File: config.mk
export PLATFORM = sky130hd
export DESIGN_NAME = bcd_conv_sched
export DESIGN_NICKNAME = d
export VERILOG_FILES = /design/src/rtl/clock_pkg.sv /design/src/rtl/bcd_dabble_step.sv /design/src/rtl/bcd_conv_sched.sv
export SDC_FILE = /design/constraint.sdc
export NUM_CORES = 1
export LEC_CHECK = 0
export CAP_MARGIN = 20
export CORE_ASPECT_RATIO = 0.5
export CORE_MARGIN = 3
export CORE_UTILIZATION = 45
export DETAILED_ROUTE_END_ITERATION = 8
export PLACE_DENSITY = 0.73
export SLEW_MARGIN = 20
export SYNTH_ARGS = -nofsm -noshare
export SYNTH_HDL_FRONTEND = slang
export SYNTH_SLANG_ARGS = --single-unit
export TNS_END_PERCENT = 30
File: constraint.sdc
create_clock -name clk -period 3.2 [get_ports clk]
set_clock_uncertainty 0.2 [all_clocks]
set_input_delay 0.48 -clock clk [delete_from_list [all_inputs] [get_ports clk]]
set_output_delay 0.48 -clock clk [all_outputs]
set_load 0.1 [all_outputs]
File: src/rtl/clock_pkg.sv
// Shared types and constants for the clock display path.
// Used by the BCD scheduler and the 7-segment display driver.
package clock_pkg;

  localparam int BCD_DIGITS = 4;
  localparam int BCD_W      = 4;

  typedef enum logic [1:0] {
    S_IDLE,
    S_SHIFT,
    S_DONE
  } state_t;

  function automatic int digit_lsb(input int idx);
    return idx * BCD_W;
  endfunction

endpackage

File: src/rtl/bcd_dabble_step.sv
// Double-dabble correction: add 3 to each BCD digit that is 5 or more,
// so the following left shift carries correctly into the next digit.
module bcd_dabble_step
  import clock_pkg::*;
(
  input  logic [BCD_DIGITS*BCD_W-1:0] bcd_in,
  output logic [BCD_DIGITS*BCD_W-1:0] bcd_out
);

  for (genvar g = 0; g < BCD_DIGITS; g++) begin : g_dig
    localparam int LSB = digit_lsb(g);
    logic [BCD_W-1:0] d;
    assign d = bcd_in[LSB +: BCD_W];
    assign bcd_out[LSB +: BCD_W] =
      (d >= BCD_W'(5)) ? d + BCD_W'(3) : d;
  end

endmodule

File: src/rtl/bcd_conv_sched.sv
// Round-robin scheduler sharing one iterative binary-to-BCD converter
// among the clock counters; one conversion per BIN_W+2 cycles.
module bcd_conv_sched
  import clock_pkg::*;
#(
  parameter int N_REQ = 4,
  parameter int BIN_W = 12
) (
  input  logic                       clk,
  input  logic                       rst_n,
  input  logic [N_REQ-1:0]           req,
  input  logic [N_REQ*BIN_W-1:0]     bin_in,
  output logic [N_REQ-1:0]           ack,
  output logic                       busy,
  output logic                       done,
  output logic [$clog2(N_REQ)-1:0]   done_id,
  output logic [15:0]                bcd_out
);

  localparam int ID_W  = $clog2(N_REQ);
  localparam int ACC_W = BCD_DIGITS * BCD_W;
  localparam int CNT_W = $clog2(BIN_W);

  state_t             state;
  state_t             state_nx;
  logic               grant;
  logic               shift_en;
  logic               last_shift;
  logic               found;
  logic [ID_W-1:0]    last_id;
  logic [ID_W-1:0]    cur_id;
  logic [ID_W-1:0]    win;
  logic [ID_W:0]      base;
  logic [ID_W:0]      pick;
  logic [ID_W:0]      sum;
  logic [2*N_REQ-1:0] rot;
  logic [N_REQ-1:0]   ack_nx;
  logic [BIN_W-1:0]   opnd;
  logic [BIN_W-1:0]   bin_q;
  logic [ACC_W-1:0]   acc;
  logic [ACC_W-1:0]   acc_fix;
  logic [ACC_W-1:0]   acc_nx;
  logic [CNT_W-1:0]   cnt;

  // Round-robin pick: rotate so last_id+1 sits at bit 0, take lowest set bit.
  always_comb begin
    base  = {1'b0, last_id} + 1'b1;
    rot   = {req, req} >> base;
    found = 1'b0;
    pick  = '0;
    for (int j = N_REQ - 1; j >= 0; j--) begin
      if (rot[j]) begin
        found = 1'b1;
        pick  = (ID_W+1)'(j);
      end
    end
    sum = base + pick;
    if (sum >= (ID_W+1)'(N_REQ)) sum = sum - (ID_W+1)'(N_REQ);
    win    = sum[ID_W-1:0];
    opnd   = '0;
    ack_nx = '0;
    for (int i = 0; i < N_REQ; i++) begin
      if (win == ID_W'(i)) begin
        opnd      = bin_in[i*BIN_W +: BIN_W];
        ack_nx[i] = grant;
      end
    end
  end

  // State register.
  always_ff @(posedge clk or negedge rst_n) begin
    if (!rst_n) state <= S_IDLE;
    else        state <= state_nx;
  end

  // Next-state and control strobes.
  always_comb begin
    state_nx = state;
    grant    = 1'b0;
    shift_en = 1'b0;
    unique case (state)
      S_IDLE: begin
        if (found) begin
          grant    = 1'b1;
          state_nx = S_SHIFT;
        end
      end
      S_SHIFT: begin
        shift_en = 1'b1;
        if (last_shift) state_nx = S_DONE;
      end
      S_DONE:  state_nx = S_IDLE;
      default: state_nx = S_IDLE;
    endcase
  end

  assign last_shift = (cnt == CNT_W'(BIN_W - 1));

  bcd_dabble_step u_step (
    .bcd_in  (acc),
    .bcd_out (acc_fix)
  );

  assign acc_nx = ACC_W'({acc_fix, bin_q[BIN_W-1]});

  // Datapath: operand load on grant, shift-add-3, result capture.
  always_ff @(posedge clk or negedge rst_n) begin
    if (!rst_n) begin
      last_id <= ID_W'(N_REQ - 1);
      cur_id  <= '0;
      bin_q   <= '0;
      acc     <= '0;
      cnt     <= '0;
      ack     <= '0;
      busy    <= 1'b0;
      done    <= 1'b0;
      done_id <= '0;
      bcd_out <= '0;
    end else begin
      ack  <= ack_nx;
      done <= 1'b0;
      if (grant) begin
        bin_q   <= opnd;
        acc     <= '0;
        cnt     <= '0;
        cur_id  <= win;
        last_id <= win;
        busy    <= 1'b1;
      end
      if (shift_en) begin
        acc   <= acc_nx;
        bin_q <= bin_q << 1;
        cnt   <= cnt + 1'b1;
        if (last_shift) begin
          bcd_out <= acc_nx;
          done_id <= cur_id;
          done    <= 1'b1;
          busy    <= 1'b0;
        end
      end
    end
  end

endmodule

Yosys cells after proc, flatten, opt, wreduce, memory -nomap -nowiden. Cells that the tools add are included.

Add/sub/neg operators: 8. Multiply operators: 0. Div/mod/pow operators: 0. $lt $le $gt $ge: 5. Eq/ne operators: 7. Shift-type cells: 1. Multiplexer cells: 38. Bitwise gates (word level): 0. Reduce and logical (&&, ||, !) cells: 5.

Operators by type and width (count): $mux W12 (6); $mux W16 (2); $mux W4 (5); $ge A4 B3 Y1 const B (4); $mux W1 (16); $add A4 B2 Y4 const B (3); $mux W2 (5); $mux W3 (3); $shr A8 B3 Y4 (1); $add A4 B1 Y4 const B (1); $eq A2 B1 Y1 const B (2); $eq A2 B2 Y1 const B (2); $eq A4 B4 Y1 const B (1); $logic_not A2 Y1 (2); $ne A2 B2 Y1 const B (2); $pmux W2 S2 (1); $reduce_and A2 Y1 (2); $add A2 B1 Y3 const B (1); $add A3 B2 Y3 const B (1); $add A3 B3 Y3 (1); $ge A3 B3 Y1 const B (1); $reduce_bool A2 Y1 (1); $sub A2 B1 Y2 const B (1).

Flip-flop bits (word level): 62. Latch bits: 0. Memory bits (writable): 0. Bits in read-only memories: 0. Input port bits: 54. Logic and storage cells: 75. Memories: 0.

Longest topological paths before layout.
Depth after elaboration: 16. Gate-level depth with buffers: 12. Depth with buffers taken out: 9.

Hierarchy. Synthesis repeated with hierarchy kept, for this count alone.

Cell total of the unflattened synthesis: 348. Area total of the unflattened synthesis: 3337.0 um^2.

Modules (own cells, without submodules): bcd_conv_sched (instances 1, cells an instance 284, area each 2931.6 um^2, seq. area each 1554.0 um^2); bcd_dabble_step (instances 1, cells an instance 64, area each 405.4 um^2, seq. area each 0.0 um^2).

Least setup slack after synthesis. OpenSTA, ideal clock, no wires.

Path kind: in2reg. Start point: in req[3]. End point: reg bin_q[10]. Data arrival time: 2.302 ns. Data required time: 2.905 ns. Path slack: 0.603 ns. Stages on the path: 12. Cell sequence: buf_6 > nor2b_1 > a21oi_1 > o221ai_1 > o21ai_0 > ha_1 > clkbuf_1 > nor2_1 > o21ai_0 > clkbuf_1 > a21oi_1 > o31ai_1.

Word-level cells in the longest chain between the ends: 15. Elaborated cells on any way between the ends: 26.

Ends and longest elaborated chain: from (decl) (RTL line bcd_conv_sched.sv:11) `input logic [N_REQ-1:0] req,`; $shr A8 B3 Y4 * (RTL line bcd_conv_sched.sv:48) `rot = {req, req} >> base;`; $mux W2 (2 in series) (RTL line bcd_conv_sched.sv:52) `if (rot[j]) begin`; $mux W3 (2 in series) (RTL line bcd_conv_sched.sv:52); $add A3 B3 Y3 (RTL line bcd_conv_sched.sv:57) `sum = base + pick;`; $ge A3 B3 Y1 / $sub A2 B1 Y2 (equally long branches) (RTL line bcd_conv_sched.sv:58) `if (sum >= (ID_W+1)'(N_REQ)) sum = sum - (ID_W+1)'(N_REQ);`; $mux W2 (RTL line bcd_conv_sched.sv:58); $logic_not A2 Y1 (RTL line bcd_conv_sched.sv:63) `if (win == ID_W'(i)) begin`; $mux W12 (4 in series) (RTL line bcd_conv_sched.sv:63); $mux W12 (RTL line bcd_conv_sched.sv:122) `if (grant) begin`; $mux W12 (RTL line bcd_conv_sched.sv:130) `if (shift_en) begin`; to (signal assigned) (RTL line bcd_conv_sched.sv:123) `bin_q <= opnd;`; to (signal assigned) (RTL line bcd_conv_sched.sv:132) `bin_q <= bin_q << 1;`; to (decl) (RTL line bcd_conv_sched.sv:39) `logic [BIN_W-1:0] bin_q;`.

Every way passes the cells marked *; elsewhere a longest branch is shown, timed or not. The select of a mux whose other input is x is not followed. A chain may end at the register's enable or synchronous reset.

Final worst setup path.
Start point: in req[3]. End point: reg ack[1].

Word-level cells in the longest chain between the ends: 10. Elaborated cells on any way between the ends: 17.

Ends and longest elaborated chain: $shr A8 B3 Y4 * (RTL line bcd_conv_sched.sv:48); $mux W2 (2 in series) (RTL line bcd_conv_sched.sv:52); $mux W3 (2 in series) (RTL line bcd_conv_sched.sv:52); $add A3 B3 Y3 (RTL line bcd_conv_sched.sv:57); $ge A3 B3 Y1 / $sub A2 B1 Y2 (equally long branches) (RTL line bcd_conv_sched.sv:58); $mux W2 (RTL line bcd_conv_sched.sv:58); $eq A2 B1 Y1 (RTL line bcd_conv_sched.sv:63); $mux W1 * (RTL line bcd_conv_sched.sv:63); named net ack_nx[1] (RTL line bcd_conv_sched.sv:37) `logic [N_REQ-1:0] ack_nx;`; to (signal assigned) (RTL line bcd_conv_sched.sv:120) `ack <= ack_nx;`; to (decl) (RTL line bcd_conv_sched.sv:13) `output logic [N_REQ-1:0] ack,`.

Mark *: on every way through the listed nets, which the timed path passes. The rest lies on a longest branch.

==> impl_metrics.tcl <==
set metrics [dict create \
    cp-end-kind "flip-flop" \
    dieArea_sq_um 8740 \
    vias 3155 \
    antennaDiodeCount 0 \
    dpl.hpwl_mm 6.14 \
    powerDensity_nw_per_um2 1180 \
    synth_area_leaders "dfrtp_1 (44%), nand2_1 (6.8%), a21oi_1 (5.6%)" \
    dominantRegCellSynth "dfrtp_1" \
    critical_path.startpoint_type "primary input" \
    insertion_delay_ns 0.33 \
    syn_area_sq_um 3420 \
    avgSynthCellArea_sq_um 9.19 \
    synth_top_family_by_area "compound AO/OA/AOI/OAI gates" \
    synth_compound_area_frac 0.259 \
    synth_xor_area_frac 0.0128 \
    status "completed" \
    hold_buffers 0 \
    yosys.area_share.simple 0.166 \
    worst_pin_slew_ns 0.769 \
    finalCriticalPeriod_ns 2.82 \
    synth_edf_count 0 \
    synthToLayoutAreaGrowth_pct 31.7 \
    ir_worst_vdd_mv 0.469 \
    syn-num-nets 436 \
    nets 514 \
    cts.sinks 62 \
    placed_area_sq_um 4220 \
    antenna_found_initial 0 \
    synth_top_cell_by_area "dfrtp_1" \
    cts_setup_buffers 0 \
    overflow 0 \
    viasPerCell 5.77 \
    max_cap_violations 0 \
    cts_made_buffers 9 \
    path_max_fanout 17 \
    dr.first_iter.drc_count 239 \
    fmax_mhz 354 \
    synth-async-reset-ratio 1.00 \
    final_common_cell "nand2_1" \
    hold_path.class "in -> async" \
    worstPathCellList "clkdlybuf4s50_1 > a21oi_1 > a311o_1 > nand2_1 > xnor2_1 > nor3b_1" \
    gp_congestion 0.836 \
    muxShareOfSynthArea 0.0132 \
    num_rows 21 \
    syn_inst 372 \
    fin_crit_sh 0.882 \
    ant_nets 0 \
    critPathSlowestCell "a311o_1" \
    path_clk_slew_ns 0.05 \
    firstDrtPassIters 5 \
    totalWireLength_mm 8.77 \
    ctsResizeCount 0 \
    drive_gt1_frac 0.147 \
    io_buffers 77 \
    max-slew-margin-rel 0.488 \
    p_leak_nw 2.04 \
    core_sq_um 7020 \
    synth.top_cell.area_share 0.439 \
    drc 0 \
    cts_root_buf "clkbuf_16" \
    synth_adder_area_share 0.0366 \
    io_pins 78 \
    final_cell_area_sq_um 4500 \
    layout_common_cells "nand2_1 (62), dfrtp_1 (60), clkdlybuf4s50_1 (52)" \
    ys_seq_elements 62 \
    start_util 0.487 \
    worstSetupPathType "in -> reg" \
    worstPathArrival_ns 2.86 \
    crit_path_max_incr_delay_ns 0.67 \
    grt_pass1_vias 3185 \
    clock_path_buffers 2 \
    cts_tree "yes" \
    netlist-cell-type-count 48 \
    finalHoldViolations 0 \
    htree_num_levels 3 \
    track_usage 0.216 \
    yosysWarnings 0 \
    slew_viol_final 0 \
    grt_pass1_wl_mm 14.8 \
    rsz0062_at_grt "no" \
    wl_per_cell_um 16.0 \
    die_h_um 67.6 \
    yosysSeqAreaShare 0.454 \
    critical_path_required_ns 3.23 \
    finalSetupTns_ns 0 \
    fp.dieW_um 129 \
    grt_max_degree 33 \
    setup_viol 0 \
]
## area by class of cell
class	count	area (sq um)
Clock buffer	11	233
Clock inverter	5	50.0
Fill cell	574	2510
Inverter	12	45.0
Multi-Input combinational cell	272	1670
Sequential cell	62	1550
Tap cell	92	115
Timing Repair Buffer	93	838
## routing by layer
| layer | vias up | wire length, um | track usage |
|---|---|---|---|
| li1 | 1505 | - | - |
| met1 | 1513 | 3760 | 0.266 |
| met2 | 119 | 4280 | 0.376 |
| met3 | 18 | 581 | 0.0537 |
| met4 | 0 | 148 | 0.0812 |
| met5 | - | 0 | 0 |
## logic make-up (layout without fill, tap and decap cells)
group,count (synthesis),in the layout
muxes,4,4
buffers and inverters,38,121
DFF,62,62
and+or+nand+nor,120,120
AOI/OAI and AO/OA,133,133
adders and majority gates,10,10
xor gates and xnor gates,5,5
## cells in the mapped netlist, drive strengths merged, types with 3 or more instances
library cell,instances
nand2,62
dfrtp,60
a21oi,38
o21ai,38
nand3,19
buf,13
clkbuf,13
a22oi,12
inv,12
a31o,11
o31ai,11
a22o,10
ha,10
nand2b,8
nor3b,8
nor2,7
nor3,6
xnor2,5
mux2i,3
## final timing paths
path,from,end,slack [ns],cells after the start
setup reg to reg,last_id[1]$_DFFE_PN1P_,bin_q[0]$_DFFE_PN0P_,0.61,8
min in group clk,cur_id[1]$_DFFE_PN0P_,done_id[1]$_DFFE_PN0P_,0.27,2
hold / removal,rst_n,ack[0]$_DFF_PN0_,0.02,1
hold reg to reg,cur_id[1]$_DFFE_PN0P_,done_id[1]$_DFFE_PN0P_,0.27,2
setup / recovery,req[3],ack[1]$_DFF_PN0_,0.38,6
max in group asynchronous,rst_n,state[0]$_DFFE_PN0P_,2.14,2
## power breakdown
part | switching, mW | leakage, nW | internal (mW)
registers | 0.271 | 0.782 | 1.13
logic | 2.01 | 1.11 | 0.972
clock network | 0.337 | 0.143 | 0.596
total | 2.62 | 2.04 | 2.70
## metrics by stage
stage                     worst slack (ns)  power [mW]  cells   util  hold slack (ns)
after floorplan                      0.603        3.70    372      -          -0.0156
after global placement               0.168        4.27    531  0.601            0.251
after detailed placement            0.0586        4.38    531  0.601            0.256
after CTS                            0.390        5.33    547  0.642           0.0517
after global routing                 0.166        5.68    547  0.642           0.0891
final                                0.376        5.32    547  0.642           0.0187
## critical path, delay by kind of cell
family | cells | cell delay (ns)
AOI/OAI and AO/OA | 2 | 1.02
xor gates and xnor gates | 1 | 0.31
buffers and inverters | 1 | 0.58
and+or+nand+nor | 2 | 0.45
## registers in the layout, summed over array words and instances, names as in the netlist
name	cells
cnt	4
done	1
busy	1
ack	4
last_id	2
cur_id	2
bcd_out	16
bin_q	12
acc	16
state	2
done_id	2
Note: power is estimated with default switching activity, not from simulation.
